File: config.mk
export PLATFORM = sky130hd
export DESIGN_NAME = fwd_hazard_scoreboard_flat
export DESIGN_NICKNAME = d
export VERILOG_FILES = /design/src/rtl/fwd_pkg.sv /design/src/rtl/fwd_hazard_scoreboard_if.sv /design/src/rtl/fwd_hazard_scoreboard_src_match.sv /design/src/rtl/fwd_hazard_scoreboard.sv /design/src/flat_wrapper.sv
export SDC_FILE = /design/constraint.sdc
export NUM_CORES = 1
export LEC_CHECK = 0
export CAP_MARGIN = 20
export CORE_MARGIN = 1.5
export CORE_UTILIZATION = 49
export CTS_CLUSTER_SIZE = 16
export DETAILED_ROUTE_END_ITERATION = 16
export PLACE_DENSITY = 0.78
export REMOVE_ABC_BUFFERS = 1
export SLEW_MARGIN = 20
export SYNTH_ARGS = -nofsm -noshare
export SYNTH_HDL_FRONTEND = slang
export SYNTH_HIERARCHICAL = 1
export SYNTH_SLANG_ARGS = --single-unit
File: constraint.sdc
create_clock -name clk -period 1.87 [get_ports clk]
set_input_delay 0.187 -clock clk [delete_from_list [all_inputs] [get_ports clk]]
set_output_delay 0.187 -clock clk [all_outputs]
set_load 0.02 [all_outputs]
File: src/rtl/fwd_pkg.sv
// Shared types and helpers for the forwarding/hazard scoreboard.
// Optional statistics ports are enabled with the FWD_STATS_EN macro.
package fwd_pkg;

  // The stored register field is wide enough for any REG_AW up to this limit.
  localparam int SB_RW_W    = 8;
  localparam int FWD_SEL_RF = 0;

  typedef struct packed {
    logic               valid;
    logic [SB_RW_W-1:0] rw;
    logic               regwrite;
    logic               is_load;
  } sb_entry_t;

  function automatic int fwd_selw(input int n);
    return $clog2(n + 1);
  endfunction

endpackage

File: src/rtl/fwd_hazard_scoreboard_if.sv
// ID-stage request and forwarding/stall response bundle for fwd_hazard_scoreboard.
interface fwd_hazard_scoreboard_if #(
  parameter int NUM_STAGES = 3,
  parameter int NUM_SRC    = 2,
  parameter int REG_AW     = 5
);
  localparam int SELW = fwd_pkg::fwd_selw(NUM_STAGES);

  logic                      id_valid;
  logic [NUM_SRC*REG_AW-1:0] id_src;
  logic [NUM_SRC-1:0]        id_use_src;
  logic [REG_AW-1:0]         id_rw;
  logic                      id_regwrite;
  logic                      id_is_load;
  logic                      flush;
  logic [NUM_SRC*SELW-1:0]   fwd_sel;
  logic                      stall;

  modport master (
    output id_valid, id_src, id_use_src, id_rw, id_regwrite, id_is_load, flush,
    input  fwd_sel, stall
  );

  modport slave (
    input  id_valid, id_src, id_use_src, id_rw, id_regwrite, id_is_load, flush,
    output fwd_sel, stall
  );

endinterface

File: src/rtl/fwd_hazard_scoreboard_src_match.sv
// One ID source operand checked against the scoreboard: youngest-match select plus load-use flag.
module fwd_src_match
  import fwd_pkg::*;
#(
  parameter int NUM_STAGES = 3,
  parameter int REG_AW     = 5,
  parameter int LOAD_LAT   = 1,
  parameter int SELW       = fwd_selw(NUM_STAGES)
) (
  input  sb_entry_t         sb [NUM_STAGES],
  input  logic [REG_AW-1:0] src,
  input  logic              use_src,
  input  logic              id_valid,
  output logic [SELW-1:0]   sel,
  output logic              load_use
);

  logic            hit;
  logic            hit_load;
  logic [SELW-1:0] hit_stage;

  // Scan oldest to youngest so the lowest stage number overwrites any older match.
  always_comb begin
    hit       = 1'b0;
    hit_load  = 1'b0;
    hit_stage = '0;
    sel       = SELW'(FWD_SEL_RF);
    load_use  = 1'b0;
    for (int k = NUM_STAGES - 1; k >= 0; k--) begin
      if (sb[k].valid && sb[k].regwrite && (sb[k].rw == SB_RW_W'(src)) &&
          (src != '0) && use_src && id_valid) begin
        hit       = 1'b1;
        hit_load  = sb[k].is_load;
        hit_stage = SELW'(k + 1);
      end
    end
    if (hit) begin
      if (hit_load && (int'(hit_stage) <= LOAD_LAT)) begin
        load_use = 1'b1;
      end else begin
        sel = hit_stage;
      end
    end
  end

endmodule

File: src/rtl/fwd_hazard_scoreboard.sv
// RAW forwarding select and load-use stall driven by an internal in-flight write scoreboard.
// Defining FWD_STATS_EN adds saturating stall/forward event counters as extra output ports.
module fwd_hazard_scoreboard
  import fwd_pkg::*;
#(
  parameter int NUM_STAGES = 3,
  parameter int NUM_SRC    = 2,
  parameter int REG_AW     = 5,
  parameter int LOAD_LAT   = 1
) (
  input  logic                    clk,
  input  logic                    rst_n,
  fwd_hazard_scoreboard_if.slave  bus
`ifdef FWD_STATS_EN
  ,
  output logic [31:0]             stat_stall_cycles,
  output logic [31:0]             stat_fwd_events
`endif
);

  localparam int SELW = fwd_selw(NUM_STAGES);

  sb_entry_t               sb_q [NUM_STAGES];
  sb_entry_t               sb_d [NUM_STAGES];
  logic [NUM_SRC-1:0]      load_use;
  logic [NUM_SRC*SELW-1:0] fwd_sel;
  logic                    stall;

  for (genvar i = 0; i < NUM_SRC; i++) begin : g_src
    fwd_src_match #(
      .NUM_STAGES (NUM_STAGES),
      .REG_AW     (REG_AW),
      .LOAD_LAT   (LOAD_LAT),
      .SELW       (SELW)
    ) u_match (
      .sb       (sb_q),
      .src      (bus.id_src[i*REG_AW +: REG_AW]),
      .use_src  (bus.id_use_src[i]),
      .id_valid (bus.id_valid),
      .sel      (fwd_sel[i*SELW +: SELW]),
      .load_use (load_use[i])
    );
  end

  // A flushed instruction is discarded anyway, so it must never hold the front end.
  assign stall       = (|load_use) && !bus.flush;
  assign bus.stall   = stall;
  assign bus.fwd_sel = fwd_sel;

  always_comb begin
    sb_d[0] = '0;
    if (bus.id_valid && !stall && !bus.flush) begin
      sb_d[0].valid    = 1'b1;
      sb_d[0].rw       = SB_RW_W'(bus.id_rw);
      sb_d[0].regwrite = bus.id_regwrite;
      sb_d[0].is_load  = bus.id_is_load;
    end
    for (int k = 1; k < NUM_STAGES; k++) begin
      sb_d[k] = sb_q[k-1];
    end
  end

  always_ff @(posedge clk or negedge rst_n) begin
    if (!rst_n) begin
      for (int k = 0; k < NUM_STAGES; k++) begin
        sb_q[k] <= '0;
      end
    end else begin
      for (int k = 0; k < NUM_STAGES; k++) begin
        sb_q[k] <= sb_d[k];
      end
    end
  end

`ifdef FWD_STATS_EN
  logic [31:0] stat_stall_q;
  logic [31:0] stat_stall_d;
  logic [31:0] stat_fwd_q;
  logic [31:0] stat_fwd_d;

  always_comb begin
    stat_stall_d = stat_stall_q;
    stat_fwd_d   = stat_fwd_q;
    if (stall && !(&stat_stall_q)) begin
      stat_stall_d = stat_stall_q + 32'd1;
    end
    if ((|fwd_sel) && !stall && !(&stat_fwd_q)) begin
      stat_fwd_d = stat_fwd_q + 32'd1;
    end
  end

  always_ff @(posedge clk or negedge rst_n) begin
    if (!rst_n) begin
      stat_stall_q <= '0;
      stat_fwd_q   <= '0;
    end else begin
      stat_stall_q <= stat_stall_d;
      stat_fwd_q   <= stat_fwd_d;
    end
  end

  assign stat_stall_cycles = stat_stall_q;
  assign stat_fwd_events   = stat_fwd_q;
`endif

endmodule

File: src/flat_wrapper.sv
// flat-port wrapper written by rule: the top's interface ports become plain ports
module fwd_hazard_scoreboard_flat import fwd_pkg::*;
#(
  parameter int NUM_STAGES = 3,
  parameter int NUM_SRC    = 2,
  parameter int REG_AW     = 5,
  parameter int LOAD_LAT   = 1
)
  (clk, rst_n, bus_id_valid, bus_id_src, bus_id_use_src, bus_id_rw, bus_id_regwrite, bus_id_is_load, bus_flush, bus_fwd_sel, bus_stall);
  fwd_hazard_scoreboard_if #(.NUM_STAGES(NUM_STAGES), .NUM_SRC(NUM_SRC), .REG_AW(REG_AW)) bus_i ();
  input  logic clk;
  input  logic rst_n;
  input wire logic [$bits(bus_i.id_valid)-1:0] bus_id_valid;
  input wire logic [$bits(bus_i.id_src)-1:0] bus_id_src;
  input wire logic [$bits(bus_i.id_use_src)-1:0] bus_id_use_src;
  input wire logic [$bits(bus_i.id_rw)-1:0] bus_id_rw;
  input wire logic [$bits(bus_i.id_regwrite)-1:0] bus_id_regwrite;
  input wire logic [$bits(bus_i.id_is_load)-1:0] bus_id_is_load;
  input wire logic [$bits(bus_i.flush)-1:0] bus_flush;
  output wire logic [$bits(bus_i.fwd_sel)-1:0] bus_fwd_sel;
  output wire logic [$bits(bus_i.stall)-1:0] bus_stall;
  assign bus_i.id_valid = bus_id_valid;
  assign bus_i.id_src = bus_id_src;
  assign bus_i.id_use_src = bus_id_use_src;
  assign bus_i.id_rw = bus_id_rw;
  assign bus_i.id_regwrite = bus_id_regwrite;
  assign bus_i.id_is_load = bus_id_is_load;
  assign bus_i.flush = bus_flush;
  assign bus_fwd_sel = bus_i.fwd_sel;
  assign bus_stall = bus_i.stall;
  fwd_hazard_scoreboard #(.NUM_STAGES(NUM_STAGES), .NUM_SRC(NUM_SRC), .REG_AW(REG_AW), .LOAD_LAT(LOAD_LAT)) u_core (.clk(clk), .rst_n(rst_n), .bus(bus_i));
endmodule
After elaboration in Yosys (flattened, before gate mapping)
Cells that the tools add are included.
- $add $sub $neg: 0
- $mul: 0
- divide/modulo/power cells: 0
- $lt $le $gt $ge: 2
- equal/unequal tests: 6
- shift-type cells: 0
- multiplexer cells: 27
- bitwise gates (word level): 0
- reductions and logical operators: 37
- operators by type and width (cell ; count):
    $eq A8 B5 Y1 ; 6
    $logic_and A1 B1 Y1 ; 32
    $mux W2 ; 10
    $mux W1 ; 16
    $mux W11 ; 1
    $reduce_bool A5 Y1 ; 2
    $le A2 B1 Y1 const B ; 2
    $logic_not A1 Y1 ; 2
    $reduce_or A2 Y1 ; 1
- bits in registers: 33
- latch bits: 0
- bits in writable memories: 0
- memory bits (read-only): 0
- input bits: 23
- output and inout port bits: 5
- memories kept: 0

Depth between registers and ports, before layout
Gate-level depths: netlist of the first run.
- word-level depth: 18
- gate-level depth with buffers: 6
- mapped depth without buffers: 6

Hierarchy
The synthesis of the first run kept the hierarchy.
- modules (own cells, without submodules) (module ; instances ; cells an instance ; area an instance (µm²) ; seq. area each (µm²)):
    fwd_hazard_scoreboard ; 1 ; 35 ; 679.4 ; 600.6
    fwd_src_match ; 2 ; 36 ; 275.3 ; 0.0

Worst setup path before layout of the first run
Ideal clock, no wire load.
- path kind: reg2out
- start point: reg u_core.sb_q, in the netlist u_core/sb_d[21]
- end point: out bus_stall
- data arrival time: 1.714 ns
- setup slack: -0.031 ns
- stages on the path, launching flop included: 7
- path buffers: 0
- cells stage by stage: dfrtp_1 -> nand2_1 -> or4_4 -> nor4_4 -> and3_1 -> nor2_1 -> nor2_1
- word-level cells in the longest chain between the ends: 12
- elaborated cells on any way between the ends: 25
- classes of those cells: 2 x order compare; 10 x mux; 13 x reduce/logical
- RTL lines (what ; RTL line ; source):
    start, declared ; fwd_hazard_scoreboard.sv:23 ; sb_entry_t sb_q [NUM_STAGES];
    start signal, assigned by index ; fwd_hazard_scoreboard.sv:70 ; sb_q[k] <= sb_d[k];
    $logic_and A1 B1 Y1 * (3 in series) ; fwd_hazard_scoreboard_src_match.sv:30 ; if (sb[k].valid && sb[k].regwrite && (sb[k].rw == SB_RW_W'(src)) &&
    $logic_and A1 B1 Y1 * (2 in series) ; fwd_hazard_scoreboard_src_match.sv:31 ; (src != '0) && use_src && id_valid) begin
    $mux W2 ; fwd_hazard_scoreboard_src_match.sv:30 ;
    $le A2 B1 Y1 ; fwd_hazard_scoreboard_src_match.sv:38 ; if (hit_load && (int'(hit_stage) <= LOAD_LAT)) begin
    $logic_and A1 B1 Y1 ; fwd_hazard_scoreboard_src_match.sv:38 ;
    $mux W1 ; fwd_hazard_scoreboard_src_match.sv:38 ;
    $mux W1 * ; fwd_hazard_scoreboard_src_match.sv:37 ; if (hit) begin
    named net u_core.load_use[1] ; fwd_hazard_scoreboard.sv:25 ; logic [NUM_SRC-1:0] load_use;
    $reduce_or A2 Y1 * ; fwd_hazard_scoreboard.sv:46 ; assign stall = (|load_use) && !bus.flush;
    $logic_and A1 B1 Y1 * ; fwd_hazard_scoreboard.sv:46 ;
    end, declared ; flat_wrapper.sv:21 ; output wire logic [$bits(bus_i.stall)-1:0] bus_stall;
The timed path passes the listed nets; every way through them passes the cells marked *.

Final worst setup path of the first run
- start point: reg u_core.sb_q, in the netlist u_core/sb_d[12]
- end point: out bus_fwd_sel[2]
- word-level cells in the longest chain between the ends: 10
- elaborated cells on any way between the ends: 12
- classes of those cells: 1 x order compare; 5 x mux; 6 x reduce/logical
- RTL lines (what ; RTL line ; source):
    $logic_and A1 B1 Y1 * (3 in series) ; fwd_hazard_scoreboard_src_match.sv:30 ;
    $logic_and A1 B1 Y1 * (2 in series) ; fwd_hazard_scoreboard_src_match.sv:31 ;
    $mux W2 ; fwd_hazard_scoreboard_src_match.sv:30 ;
    $le A2 B1 Y1 ; fwd_hazard_scoreboard_src_match.sv:38 ;
    $logic_and A1 B1 Y1 ; fwd_hazard_scoreboard_src_match.sv:38 ;
    $mux W2 ; fwd_hazard_scoreboard_src_match.sv:38 ;
    $mux W2 * ; fwd_hazard_scoreboard_src_match.sv:37 ;
    end, declared ; flat_wrapper.sv:20 ; output wire logic [$bits(bus_i.fwd_sel)-1:0] bus_fwd_sel;
Mark *: on every way between the ends. The rest lies on a longest branch, timed or not.

==> results of run 1 <==
-- metal layers --
layer / GRT usage / vias to the layer above
met3: 0.0431 / 14
met4: 0.123 / 0
met2: 0.460 / 47
met1: 0.319 / 533
met5: 0 / -
li1: - / 492
-- registers in the layout, indices dropped and copies added (netlist names) --
signal,count
u_core/sb_d,15
u_core/sb_q,7
-- where the power goes --
group	switching (mW)	total (mW)	internal, mW	leakage [nW]
logic	0.0897	0.193	0.103	0.529
clock network	0.131	0.250	0.119	0.0210
registers	0.0203	0.515	0.495	0.293
-- stage by stage --
| step | setup TNS, ns | hold WS (ns) |
|---|---|---|
| 2_1_floorplan | -0.0309 | -0.109 |
| 3_3_place_gp | -7.11 | 0.377 |
| 3_5_place_dp | -8.46 | 0.390 |
| 4_1_cts | -1.03 | 0.224 |
| 5_1_grt | -2.35 | 0.246 |
| 6_report | -1.68 | 0.224 |
-- worst reg2reg max path: stages, from the launching register on --
cell     delay (ns)
dfrtp_1        0.41
nand2_1        0.07
or4_4          0.43
nor4_4         0.22
and3_4         0.25
buf_4          0.12
nor4b_4        0.04
buf_4          0.16
and2_1         0.15
-- cell type report --
class / count / area (sq um)
clock buffer: 4 / 36.3
sequential: 22 / 552
timing repair buffer: 51 / 429
multi-input combinational: 98 / 771
inverter: 2 / 7.51
fill: 132 / 403
tap: 28 / 35.0
-- cell usage in the layout (no fill, tap or decap), types with 2 or more instances in the layout --
cell,instances
or4_4,2
a21oi_2,2
a21oi_1,2
xnor2_2,2
o211ai_1,2
buf_4,27
nand2b_1,2
dlygate4sd2_1,6
dfrtp_1,21
buf_6,2
nor3_4,2
clkdlybuf4s50_1,12
and2_4,2
nor4_1,2
or4_1,2
inv_1,2
nor4_2,2
conb_1,18
xnor2_1,12
nand4_1,2
xor2_1,16
and3_4,2
clkbuf_4,3
nand2_1,4
nor4_4,2
and2_1,5
or3_1,2
nand3b_1,6
-- worst min path at each step --
stage                               from                        end  slack, ns  cells past startpoint
2_1_floorplan                      rst_n  u_core/sb_d[10]$_DFF_PN0_      -0.11                      0
3_3_place_gp    u_core/sb_d[1]$_DFF_PN0_   u_core/sb_q[1]$_DFF_PN0_       0.38                      0
3_5_place_dp   u_core/sb_d[10]$_DFF_PN0_  u_core/sb_q[10]$_DFF_PN0_       0.39                      0
4_1_cts                            rst_n  u_core/sb_d[21]$_DFF_PN0_       0.22                      2
5_1_grt                            rst_n  u_core/sb_d[10]$_DFF_PN0_       0.25                      2
6_report                           rst_n   u_core/sb_q[1]$_DFF_PN0_       0.22                      2
-- timing repair --
action	in CTS	in global routing
gates resized for setup	50	15
setup buffers	1	3
setup endpoints to repair	13	12
gates cloned	0	0
pin swaps	9	9
==> results by group, run 1 <==
Clock network
  • Clock root buffer master: clkbuf_4
  • CTS sink cnt: 22
  • Clk_lat worst skew: 0.29 ns
  • CTS Buf Count: 3
  • H-tree depth: 1
  • Hold Buf Count CTS: 0
  • Clock Path Buffers: 2
  • CTS tree: yes
  • Reg clk slew, reported paths: 0.12 ns

Cells and area
  • Layout Utilization: 0.820
  • Nets: 201
  • Final Non-Filler Cells: 205
  • Fraction of layout cells with a size suffix above 1: 0.322
  • ANT cells: 0
  • Final instance area: 1830 sq um
  • Synthesis-to-layout area growth: 55.1%

Timing
  • Max-slew violation count: 0
  • Period utilization: 1.15
  • Clock skew: 0.00496 ns
  • Max-slew headroom: 0.665
  • Final worst path period need: 2.16 ns
  • Final Worst Setup Slack: -0.285 ns
  • Max Fclk: 0.464 GHz
  • Worst slew pin tran: 0.498 ns
  • RSZ-0062 raised after global routing: true
  • Final Hold Viols: 0
  • Final setup fails: 12

Drt
  • DRC: 0
  • DR top layer: met4
  • Met3 Routed Length: 189 um
  • Routed via count: 1086
  • DRT iter0 DRCs: 23
  • Antenna Violating Nets Remaining: 0
  • WL per Instance: 16.5 um
  • Via density: 5.30
  • WL met2: 1.76 mm
  • First-pass DRT Iterations: 4
  • Final WL: 3.38 mm
  • M1 WL: 1.31 mm

Setup path
  • Worst Setup SP: u_core/sb_d[12]$_DFF_PN0_
  • Worst path bufs/invs: 2
  • Worst Reg-to-Reg Cells: 8
  • Top cell by count, worst path: buf_4
  • Crit path max-delay family: simple AND/OR/NAND/NOR gates
  • Critical Path RT: 1.68 ns
  • Slowest stage cell, crit path: or4_4
  • FF-to-FF Start: u_core/sb_d[12]$_DFF_PN0_
  • Worst R2R End: u_core/sb_d[16]$_DFF_PN0_
  • Reg2Reg Setup Slack: -0.08 ns
  • Critical-path cell list: nand2_1 > or4_4 > nor4_4 > buf_4 > nand2b_1 > a21oi_1 > buf_4
  • Crit path max fanout: 3
  • CP Launch Type: flop
  • Critical Path Sink Type: primary output
  • Setup CP Type: flop to primary output
  • Slowest stage delay, CP: 0.43 ns
  • Worst setup path end: bus_fwd_sel[2]
  • Worst Path Arrival: 1.97 ns
  • WP depth: 7

Power and ir drop
  • Max IR drop VDD: 0.000599 V
  • P per Cell Area: 523 nW/um^2
  • Total power: 958 uW
  • Leakage: 0.843 nW

Status
  • Failing checks: setup timing
  • Status: finished, violations left

Synth
  • Syn Inst Count: 105
  • Yosys warning total: 6
  • Syn_area_per_cell: 11.2 sq um
  • Synth Cell Area: 1180 sq um

GRT
  • First-pass GRT wire length: 5.08 mm
  • Vias in the first global route: 1097
  • Total GRT Usage: 0.265
  • Initial antenna violation count: 0
  • Largest net degree at the start of global routing: 23
  • Grt total ovfl: 0

Die
  • Area of the core: 2230 sq um
  • Site row count: 17
  • Die X: 52.1 um
  • Die area: 2710 sq um
  • Starting Density: 0.528
  • Die height: 52.1 um
  • I/O pin total: 28

Placement
  • Detailed Place HPWL: 2.32 mm
  • GPL Wtd Cong: 0.835
  • DP Cell Count: 198
  • Post-Place Worst Slack: -0.765 ns
  • Placed Area: 1710 sq um
  • Port Buffer Count: 27

Flow run
  • Max Cap Viol: 0

Min path
  • HP Class: input port to asynchronous set/reset pin
(Power assumes the default switching activity.)
==> run 2: changes to the inputs <==
--- a/config.mk
+++ b/config.mk
@@ -12,7 +12,7 @@
 export DETAILED_ROUTE_END_ITERATION = 16
 export PLACE_DENSITY = 0.78
 export REMOVE_ABC_BUFFERS = 1
-export SLEW_MARGIN = 20
+export SLEW_MARGIN = 5
 export SYNTH_ARGS = -nofsm -noshare
 export SYNTH_HDL_FRONTEND = slang
 export SYNTH_HIERARCHICAL = 1
==> results of run 2 <==
No change in the layout: final DEF, timing and power equal those of run 1.
